--- config.mk ---
export PLATFORM = sky130hd
export DESIGN_NAME = decode_stage
export DESIGN_NICKNAME = d
export VERILOG_FILES = /design/src/rtl/decode_stage.sv
export SDC_FILE = /design/constraint.sdc
export NUM_CORES = 1
export LEC_CHECK = 0
export CAP_MARGIN = 20
export CORE_UTILIZATION = 45
export CTS_CLUSTER_SIZE = 40
export DETAILED_ROUTE_END_ITERATION = 16
export GPL_ROUTABILITY_DRIVEN = 0
export PLACE_DENSITY = 0.75
export SYNTH_ARGS = -nofsm -noshare
export SYNTH_HDL_FRONTEND = slang
export SYNTH_SLANG_ARGS = --single-unit
--- constraint.sdc ---
create_clock -name clk -period 1.58 [get_ports clk]
set_input_delay 0.474 -clock clk [delete_from_list [all_inputs] [get_ports clk]]
set_output_delay 0.474 -clock clk [all_outputs]
set_load 0.05 [all_outputs]
--- src/rtl/decode_stage.sv ---
// Decode stage: two-entry skid buffer (main + skid) holding decoded instruction fields.
// Optional DECODE_ILLEGAL_OP_EN adds the illegal / err_sticky opcode check outputs.
module decode_stage #(
    parameter int                   INST_W     = 32,
    parameter int                   OP_W       = 3,
    parameter int                   RA_W       = 5,
    parameter int                   ADDR_W     = 15,
    parameter int                   CNT_W      = 16,
    parameter logic [2**OP_W-1:0]   LEGAL_MASK = 8'b0111_1111
) (
    input  logic              clk,
    input  logic              rst,
    input  logic              flush,
    input  logic              in_valid,
    output logic              in_ready,
    input  logic [INST_W-1:0] inst,
    output logic              out_valid,
    input  logic              out_ready,
    output logic [OP_W-1:0]   opcode,
    output logic [RA_W-1:0]   reg_addr_0,
    output logic [RA_W-1:0]   reg_addr_1,
    output logic [RA_W-1:0]   reg_addr_2,
    output logic [ADDR_W-1:0] addr,
    output logic [CNT_W-1:0]  dec_count
`ifdef DECODE_ILLEGAL_OP_EN
    ,
    output logic              illegal,
    output logic              err_sticky
`endif
);

    typedef struct packed {
        logic [OP_W-1:0]   opcode;
        logic [RA_W-1:0]   ra0;
        logic [RA_W-1:0]   ra1;
        logic [RA_W-1:0]   ra2;
        logic [ADDR_W-1:0] addr;
    } fields_t;

    fields_t          in_fields;
    fields_t          main_q, main_d, skid_q, skid_d;
    logic             main_valid_q, main_valid_d;
    logic             skid_valid_q, skid_valid_d;
    logic             in_ready_q, in_ready_d;
    logic [CNT_W-1:0] count_q, count_d;
    logic             in_hs, out_hs;

    // addr deliberately overlaps the low bits of reg_addr_2.
    assign in_fields.opcode = inst[INST_W-1 -: OP_W];
    assign in_fields.ra0    = inst[INST_W-OP_W-1 -: RA_W];
    assign in_fields.ra1    = inst[INST_W-OP_W-RA_W-1 -: RA_W];
    assign in_fields.ra2    = inst[INST_W-OP_W-2*RA_W-1 -: RA_W];
    assign in_fields.addr   = inst[ADDR_W-1:0];

    // flush drops the presented input and blocks the output handshake.
    assign in_hs  = in_valid && in_ready_q && !flush;
    assign out_hs = main_valid_q && out_ready && !flush;

    // NOTE: every _d gets a default first so this block can never infer a latch.
    always_comb begin
        main_valid_d = main_valid_q;
        main_d       = main_q;
        skid_valid_d = skid_valid_q;
        skid_d       = skid_q;
        if (flush) begin
            main_valid_d = 1'b0;
            main_d       = '0;
            skid_valid_d = 1'b0;
            skid_d       = '0;
        end else if (out_hs) begin
            if (skid_valid_q) begin
                main_d       = skid_q;
                skid_valid_d = 1'b0;
                skid_d       = '0;
            end else if (in_hs) begin
                main_d = in_fields;
            end else begin
                main_valid_d = 1'b0;
                main_d       = '0;
            end
        end else if (in_hs) begin
            if (!main_valid_q) begin
                main_valid_d = 1'b1;
                main_d       = in_fields;
            end else begin
                skid_valid_d = 1'b1;
                skid_d       = in_fields;
            end
        end
        in_ready_d = !skid_valid_d;
        count_d    = (out_hs && (count_q != '1)) ? count_q + CNT_W'(1) : count_q;
    end

    // NOTE: the field registers are reset too, so outputs read 0 whenever out_valid is 0.
    always_ff @(posedge clk) begin
        if (rst) begin
            main_valid_q <= 1'b0;
            main_q       <= '0;
            skid_valid_q <= 1'b0;
            skid_q       <= '0;
            in_ready_q   <= 1'b1;
            count_q      <= '0;
        end else begin
            // NOTE: non-blocking assignments for all sequential state.
            main_valid_q <= main_valid_d;
            main_q       <= main_d;
            skid_valid_q <= skid_valid_d;
            skid_q       <= skid_d;
            in_ready_q   <= in_ready_d;
            count_q      <= count_d;
        end
    end

    assign in_ready   = in_ready_q;
    assign out_valid  = main_valid_q;
    assign opcode     = main_q.opcode;
    assign reg_addr_0 = main_q.ra0;
    assign reg_addr_1 = main_q.ra1;
    assign reg_addr_2 = main_q.ra2;
    assign addr       = main_q.addr;
    assign dec_count  = count_q;

`ifdef DECODE_ILLEGAL_OP_EN
    logic err_sticky_q;

    assign illegal = main_valid_q && !LEGAL_MASK[main_q.opcode];

    always_ff @(posedge clk) begin
        if (rst) begin
            err_sticky_q <= 1'b0;
        end else if (out_hs && illegal) begin
            err_sticky_q <= 1'b1;
        end
    end

    assign err_sticky = err_sticky_q;
`endif

endmodule

# --- Word-level counts from Yosys, hierarchy flattened ---
# Index checks and enable logic that the tools add are counted.
# W data, S select, Z words.
totals:
  register_bits: 85
  latchBits: 0
  ramBits: 0
  romBits: 0
  input_bits: 37
  output_inout_bits: 51
  elab_cells: 50
  mem_count: 0
classes:
  add_sub_neg: 1
  n_mul: 0
  div_mod_pow: 0
  magnitude_cmp: 0
  eq_ne: 5
  n_shift: 0
  n_mux: 17
  n_bitwise: 0
  reduce_logical: 13
ops:
  columns: ["cell", "n"]
  rows:
  - ["$mux W33", 9]
  - ["$add A16 B1 Y16 const B", 1]
  - ["$ne A16 B16 Y1 const B", 1]
  - ["$mux W1", 8]
  - ["$ne A2 B2 Y1 const B", 3]
  - ["$reduce_and A3 Y1", 2]
  - ["$logic_and A1 B1 Y1", 5]
  - ["$reduce_bool A2 Y1", 2]
  - ["$logic_not A1 Y1", 2]
  - ["$ne A2 B1 Y1 const B", 1]
  - ["$reduce_and A2 Y1", 1]
  - ["$reduce_or A2 Y1", 1]

# --- Depth between registers and ports, before layout ---
# Gate-level depths: netlist of the first run.
depth:
  depth_word: 6
  mapped_depth: 7

# --- Worst setup path before layout of the first run ---
# Ideal clock, no wire load.
synth_timing:
  kind: "register to register"
  startpoint: "register count_q[0] (netlist: dec_count[0])"
  endpoint: "register count_q[1] (netlist: dec_count[1])"
  setup_ns: 0.128
  arrival_ns: 1.909
  required_ns: 1.452
  setup_slack_ns: -0.457
  stages_incl_launch_ff: 8
  cell_sequence: "dfxtp_1 -> ha_1 -> nand4_1 -> o41ai_2 -> buf_6 -> buf_6 -> mux2i_1 -> nor2_1"
synth_via:
  elab_chain_len: 2
  word_cells_on_any_way: 3
  classes_between: "add/sub: 1; eq/ne: 1; reduce/logical: 1"
synth_rtl:
  columns: ["item", "line", "text"]
  rows:
  - ["start: declaration", "45", "logic [CNT_W-1:0] count_q, count_d;"]
  - ["start signal: assignment", "110", "count_q <= count_d;"]
  - ["branches (longest 2 deep; another with $add A16 B1 Y16)", null, null]
# Parallel ways; which one is timed is not known.
# A chain may end at the register's enable or synchronous reset.

# --- Worst setup path after layout of the first run ---
layout_timing:
  startpoint: "register count_q[1] (netlist: dec_count[1])"
  endpoint: "register count_q[15] (netlist: dec_count[15])"
# Same word-level chain as after synthesis.

==> results of run 1 <==
cell type report:
type	count	area, µm²	share of cell area [%]
multi-input combinational	280	2220	33.8
sequential	83	1710	26.2
inverter	1	3.75	0.0573
timing repair buffer	171	2280	34.9
clock inverter	7	78.8	1.20
clock buffer	9	124	1.89
tap	102	128	1.95
Yosys cell counts, types with 2 or more instances:
| cell | count |
|---|---|
| nand2_1 | 8 |
| buf_2 | 7 |
| o31ai_1 | 4 |
| nand3b_1 | 2 |
| and2_1 | 34 |
| buf_6 | 4 |
| or3_1 | 2 |
| buf_4 | 4 |
| and3_2 | 2 |
| or4_1 | 4 |
| nor3_1 | 2 |
| a21oi_1 | 12 |
| o21ai_0 | 7 |
| a22oi_1 | 32 |
| nand4_1 | 5 |
| clkbuf_1 | 18 |
| dfxtp_1 | 83 |
| xor2_1 | 2 |
| mux2i_1 | 33 |
| a211oi_1 | 33 |
| or3_2 | 4 |
| o21ai_1 | 2 |
| nor2_1 | 72 |
| nand3_1 | 3 |
| and3_1 | 3 |
worst reg2reg max path: stages (launching register included):
cell     delay (ns)
dfxtp_4        0.37
ha_4           0.16
nand4_1        0.18
o41ai_4        0.11
buf_4          0.18
buf_6          0.13
or4_4          0.52
a21oi_2        0.16
metal layers:
metal,GRT usage [%],part of all wire (%),vias to the layer above
li1,-,-,1732
met4,14.6,4.3,0
met3,5.89,6.8,54
met1,30.7,39,1897
met5,0,0,-
met2,44.0,50,242
through the flow:
step | total power [mW] | worst slack, ns | hold WS (ns) | utilization [%] | TNS, ns
floorplan | 2.46 | -0.0927 | 0.556 | - | -0.638
global placement | 2.77 | -0.632 | 0.521 | 70.6 | -47.22
detailed placement | 2.79 | -0.708 | 0.532 | 70.6 | -50.71
CTS | 4.36 | -0.168 | 0.544 | 76.4 | -1.10
global route | 4.69 | -0.317 | 0.564 | 84.3 | -7.79
finish | 4.56 | -0.282 | 0.539 | 84.3 | -4.48
kinds of logic after synthesis:
group                    Yosys count
AO/OA/AOI/OAI                     95
XOR/XNOR                           2
adder cells (fa/ha/maj)            1
buffers and inverters             35
flip-flops                        83
multiplexers                      34
AND/OR/NAND/NOR                  148
power by group:
group | switching (mW) | internal, mW | leakage (nW)
combinational | 0.381 | 0.392 | 1.60
sequential | 0.0418 | 2.11 | 0.683
clock | 0.878 | 0.758 | 0.107
total | 1.30 | 3.26 | 2.39
sequential cells by signal, indices dropped and copies added (netlist names):
name / flops
skid_q: 32
out_valid: 1
skid_valid_q: 1
reg_addr_0: 5
reg_addr_1: 5
opcode: 3
reg_addr_2: 5
addr: 14
dec_count: 16
in_ready: 1
worst max-delay path by stage:
stage	from	to
after floorplan	dec_count[11]$_SDFFE_PP0P_	dec_count[1]$_SDFFE_PP0P_
after global placement	flush	skid_q[22]$_SDFFE_PP0P_
after detailed placement	flush	reg_addr_0[3]$_SDFFE_PP0P_
after CTS	dec_count[1]$_SDFFE_PP0P_	dec_count[11]$_SDFFE_PP0P_
after global routing	dec_count[1]$_SDFFE_PP0P_	dec_count[15]$_SDFFE_PP0P_
final	dec_count[1]$_SDFFE_PP0P_	dec_count[15]$_SDFFE_PP0P_
repair_timing:
item,in CTS,in global routing
gates resized for setup,36,86
endpoints found under the setup margin,80,67
gates cloned,2,8
pin swaps,19,48
buffers inserted,13,17
==> impl_metrics.env, run 1 <==
export IMPL_min_path_type="reg2reg"
export IMPL_die_y_um=92.0
export IMPL_synth_seq_area_share_pct=45.6
export IMPL_area_growth_pct=79.7
export IMPL_num_antenna_cells=0
export IMPL_drt_iter0_drc=287
export IMPL_fill_cells=382
export IMPL_cp_slowest_cell="or4_4"
export IMPL_pwr_density_cell_nw_per_um2=696
export IMPL_max_freq_mhz=537
export IMPL_hold_viol=0
export IMPL_drt_first_pass_iters=5
export IMPL_avgSynthCellArea_um2=9.15
export IMPL_drt_wirelength_per_cell_um=21.2
export IMPL_synthMuxAreaShare_pct=9.38
export IMPL_htreeDepth=3
export IMPL_dpl_cell_area_um2=5490
export IMPL_worstPathMaxFanout=5
export IMPL_min_period_ns=1.86
export IMPL_r2r_cells=7
export IMPL_rsz0062_at_grt="true"
export IMPL_slew_limit_headroom_pct=74.3
export IMPL_cts_tree="yes"
export IMPL_dp_cells=603
export IMPL_r2r_end="dec_count[15]$_SDFFE_PP0P_"
export IMPL_crit_path_start_kind="register"
export IMPL_die_x_um=92.0
export IMPL_critPathBufInv=2
export IMPL_grt_start_max_net_pins=32
export IMPL_crit_required_ns=1.88
export IMPL_synth_flop_cell="dfxtp_1"
export IMPL_async_flop_share_pct=0
export IMPL_clk_latency_ns=0.36
export IMPL_max_cap_violations=0
export IMPL_first_global_vias=3705
export IMPL_fin_nets=584
export IMPL_worst_slew_pin_slew_ns=0.385
export IMPL_cp_depth=7
export IMPL_pin_count=88
export IMPL_clock_skew_ns=0.0131
export IMPL_design_area_um2=6550
export IMPL_end_kind="register"
export IMPL_synth_edff_count=0
export IMPL_ys_types=41
export IMPL_vias_per_cell=6.01
export IMPL_synth_top_area_share_pct=45.6
export IMPL_start_util_pct=46.9
export IMPL_layout_common_cells="dfxtp_1, nor2_1, buf_12"
export IMPL_drtAntennaViolNets=0
export IMPL_vias=3925
export IMPL_track_usage_pct=26.2
export IMPL_setup_ws_ns=-0.282
export IMPL_slew_viol_final=0
export IMPL_synth_fp_nets=436
export IMPL_hold_buffers=0
export IMPL_numPortBuffers=87
export IMPL_path_delay_family="simple AND/OR/NAND/NOR gates"
export IMPL_final_layout_size_suffix_gt1_share_pct=45.6
export IMPL_ir_worst_vdd_v=0.000787
export IMPL_cts_root_buffer="clkbuf_8"
export IMPL_regToRegSetupSlack_ns=-0.28
export IMPL_cts_sinks=83
export IMPL_hpwl_um=6630
export IMPL_synth_compound_area_share_pct=18.5
export IMPL_hold_path_depth=2
export IMPL_violations="negative setup slack"
export IMPL_min_from="opcode[1]$_SDFFE_PP0P_"
export IMPL_cts_made_buffers=9
export IMPL_synthAdderAreaFrac_pct=0.343
export IMPL_yosys_warnings=0
export IMPL_post_route_drc_count=0
export IMPL_synth_area_top_cells="dfxtp_1, mux2i_1, nor2_1"
export IMPL_cellLeakagePower_nw=2.39
export IMPL_drt_total_wl_um=13800
export IMPL_dieArea_um2=8460
export IMPL_syn_area_um2=3640
export IMPL_antenna_found_initial=0
export IMPL_clock_path_buffers=2
export IMPL_ys_ff_latch=83
export IMPL_synth_simple_area_share_pct=20.6
export IMPL_outcome="finished, violations left"
export IMPL_max_stage_delay_ns=0.52
export IMPL_crit_chain="ha_4 -> nand4_1 -> o41ai_4 -> buf_4 -> buf_6 -> or4_4 -> a21oi_2"
export IMPL_synth_cells=398
export IMPL_grt_overflow=0
export IMPL_core_um2=7770
export IMPL_placementRows=32
export IMPL_layout_commonest_cell="dfxtp_1"
export IMPL_min_period_over_period_pct=118
export IMPL_worst_r2r_startpoint="dec_count[1]$_SDFFE_PP0P_"
export IMPL_min_to="opcode[1]$_SDFFE_PP0P_"
export IMPL_grt_pass1_wl_um=17700
export IMPL_critical_path_class="reg2reg"
export IMPL_final_cells=653
export IMPL_synth_xor_area_share_pct=0.481
export IMPL_synth_top_area_cell="dfxtp_1"
export IMPL_arrival_ns=2.16
export IMPL_synth_top_family_by_area="simple AND/OR/NAND/NOR gates"
export IMPL_clk_pin_slew_ns=0.10
export IMPL_setup_violations=69
Power figures use the tool's default switching activity.
==> run 2: changes to the inputs <==
--- a/config.mk
+++ b/config.mk
@@ -10,6 +10,7 @@
 export CTS_CLUSTER_SIZE = 40
 export DETAILED_ROUTE_END_ITERATION = 16
 export GPL_ROUTABILITY_DRIVEN = 0
+export GPL_TIMING_DRIVEN = 0
 export PLACE_DENSITY = 0.75
 export SYNTH_ARGS = -nofsm -noshare
 export SYNTH_HDL_FRONTEND = slang
==> impl_metrics.env, run 2 (synthesized netlist as in run 1, its figures left out) <==
export IMPL_worstPathMaxFanout=6
export IMPL_crit_required_ns=1.82
export IMPL_core_um2=7770
export IMPL_largest_reg_flops=32
export IMPL_placementRows=32
export IMPL_clk_pin_slew_ns=0.08
export IMPL_slew_limit_headroom_pct=52.0
export IMPL_hpwl_um=6320
export IMPL_min_period_ns=1.73
export IMPL_r2r_end="dec_count[1]$_SDFFE_PP0P_"
export IMPL_max_freq_mhz=578
export IMPL_grt_start_max_net_pins=15
export IMPL_cts_sinks=83
export IMPL_top_register="skid_q"
export IMPL_dpl_cell_area_um2=4730
export IMPL_hold_viol=0
export IMPL_grt_pass1_wl_um=15700
export IMPL_arrival_ns=1.97
export IMPL_crit_path_start_kind="register"
export IMPL_die_x_um=92.0
export IMPL_grt_overflow=0
export IMPL_r2r_cells=6
export IMPL_crit_start="dec_count[9]$_SDFFE_PP0P_"
export IMPL_drt_total_wl_um=11300
export IMPL_crit_end="dec_count[1]$_SDFFE_PP0P_"
export IMPL_track_usage_pct=23.8
export IMPL_dieArea_um2=8460
export IMPL_min_period_over_period_pct=110
export IMPL_htreeDepth=3
export IMPL_first_global_vias=3259
export IMPL_die_y_um=92.0
export IMPL_fill_cells=531
export IMPL_cts_root_buffer="clkbuf_8"
export IMPL_worst_r2r_startpoint="dec_count[9]$_SDFFE_PP0P_"
export IMPL_fin_nets=574
export IMPL_setup_violations=73
export IMPL_pwr_density_cell_nw_per_um2=759
export IMPL_setup_ws_ns=-0.151
export IMPL_ir_worst_vdd_v=0.000681
export IMPL_regToRegSetupSlack_ns=-0.15
export IMPL_clock_path_buffers=2
export IMPL_clock_skew_ns=0.00694
export IMPL_vias=3588
export IMPL_vias_per_cell=5.58
export IMPL_post_route_drc_count=0
export IMPL_fin_tns_setup_ns=-3.94
export IMPL_drt_iter0_drc=186
export IMPL_design_area_um2=5730
export IMPL_numPortBuffers=86
export IMPL_violations="negative setup slack"
export IMPL_slew_viol_final=0
export IMPL_drt_first_pass_iters=4
export IMPL_max_cap_violations=0
export IMPL_rsz0062_at_grt="true"
export IMPL_worst_slew_pin_slew_ns=0.720
export IMPL_cts_made_buffers=9
export IMPL_end_kind="register"
export IMPL_cellLeakagePower_nw=2.10
export IMPL_layout_commonest_cell="nor2_1"
export IMPL_pin_count=88
export IMPL_num_antenna_cells=0
export IMPL_area_growth_pct=57.2
export IMPL_start_util_pct=46.9
export IMPL_min_path_type="in2reg"
export IMPL_final_layout_size_suffix_gt1_share_pct=42.5
export IMPL_clk_latency_ns=0.37
export IMPL_antenna_found_initial=0
export IMPL_cts_tree="yes"
export IMPL_critical_path_class="reg2reg"
export IMPL_outcome="finished, violations left"
export IMPL_drt_wirelength_per_cell_um=17.6
export IMPL_drtAntennaViolNets=0
export IMPL_layout_common_cells="nor2_1, dfxtp_1, buf_2"
-- run 2: final cells by class --
cell class                      count  area (µm²)  share of cell area [%]
Tap cell                          102         128                    2.23
Sequential cell                    83        1710                    29.9
Clock inverter                      5        58.8                    1.03
Timing Repair Buffer              129        1170                    20.4
Clock buffer                       11         153                    2.67
Buffer                             32         310                    5.42
Multi-Input combinational cell    280        2190                    38.3
Inverter                            1        3.75                  0.0655
-- run 2: worst min-delay path by stage --
stage | slack, ns | from | cells after the start | to
floorplan | 0.56 | dec_count[15]$_SDFFE_PP0P_ | 2 | dec_count[15]$_SDFFE_PP0P_
global placement | 0.49 | dec_count[15]$_SDFFE_PP0P_ | 2 | dec_count[15]$_SDFFE_PP0P_
detailed placement | 0.49 | opcode[0]$_SDFFE_PP0P_ | 2 | opcode[0]$_SDFFE_PP0P_
CTS | 0.29 | rst | 2 | dec_count[3]$_SDFFE_PP0P_
global route | 0.31 | rst | 2 | dec_count[3]$_SDFFE_PP0P_
finish | 0.31 | rst | 2 | dec_count[3]$_SDFFE_PP0P_
-- run 2: power by group --
part | switching, mW | total, mW | leakage, nW | internal, mW
sequential | 0.0193 | 2.13 | 0.683 | 2.11
clock | 0.785 | 1.61 | 0.101 | 0.829
combinational | 0.352 | 0.605 | 1.32 | 0.253
-- run 2: timing repair --
item | CTS | global route
gates cloned | 5 | 4
endpoints found under the setup margin | 133 | 114
resized for setup | 236 | 146
endpoints found under the hold margin | 0 | 0
setup buffers | 23 | 13
hold buffers | 0 | 0
pin swaps | 14 | 39
-- run 2: worst max-delay path, cell delays in order, from the launching register on --
cell and delay, ns:
dfxtp_4 0.38, nand4_1 0.17, o41ai_4 0.48, buf_6 0.21, buf_8 0.13, mux2i_1 0.17
nor2_1 0.05
-- run 2: through the flow --
step	hold WS (ns)	instances	worst slack, ns	utilization (%)	power (mW)
after floorplan	0.556	398	-0.0927	-	2.46
after global placement	0.488	586	-0.812	60.8	2.67
after detailed placement	0.493	586	-0.844	60.8	2.68
after CTS	0.291	628	-0.121	68.9	4.30
after global routing	0.307	643	-0.239	73.7	4.50
final	0.307	643	-0.151	73.7	4.34
-- run 2: layer usage --
layer  track usage [%]  vias to the layer above  part of all wire, %
met1              29.3                     1738                   41
met4              8.07                        0                  1.4
met3              6.63                       15                  6.2
met5                 0                        -                    0
li1                  -                     1713                    -
met2              39.9                      122                   52
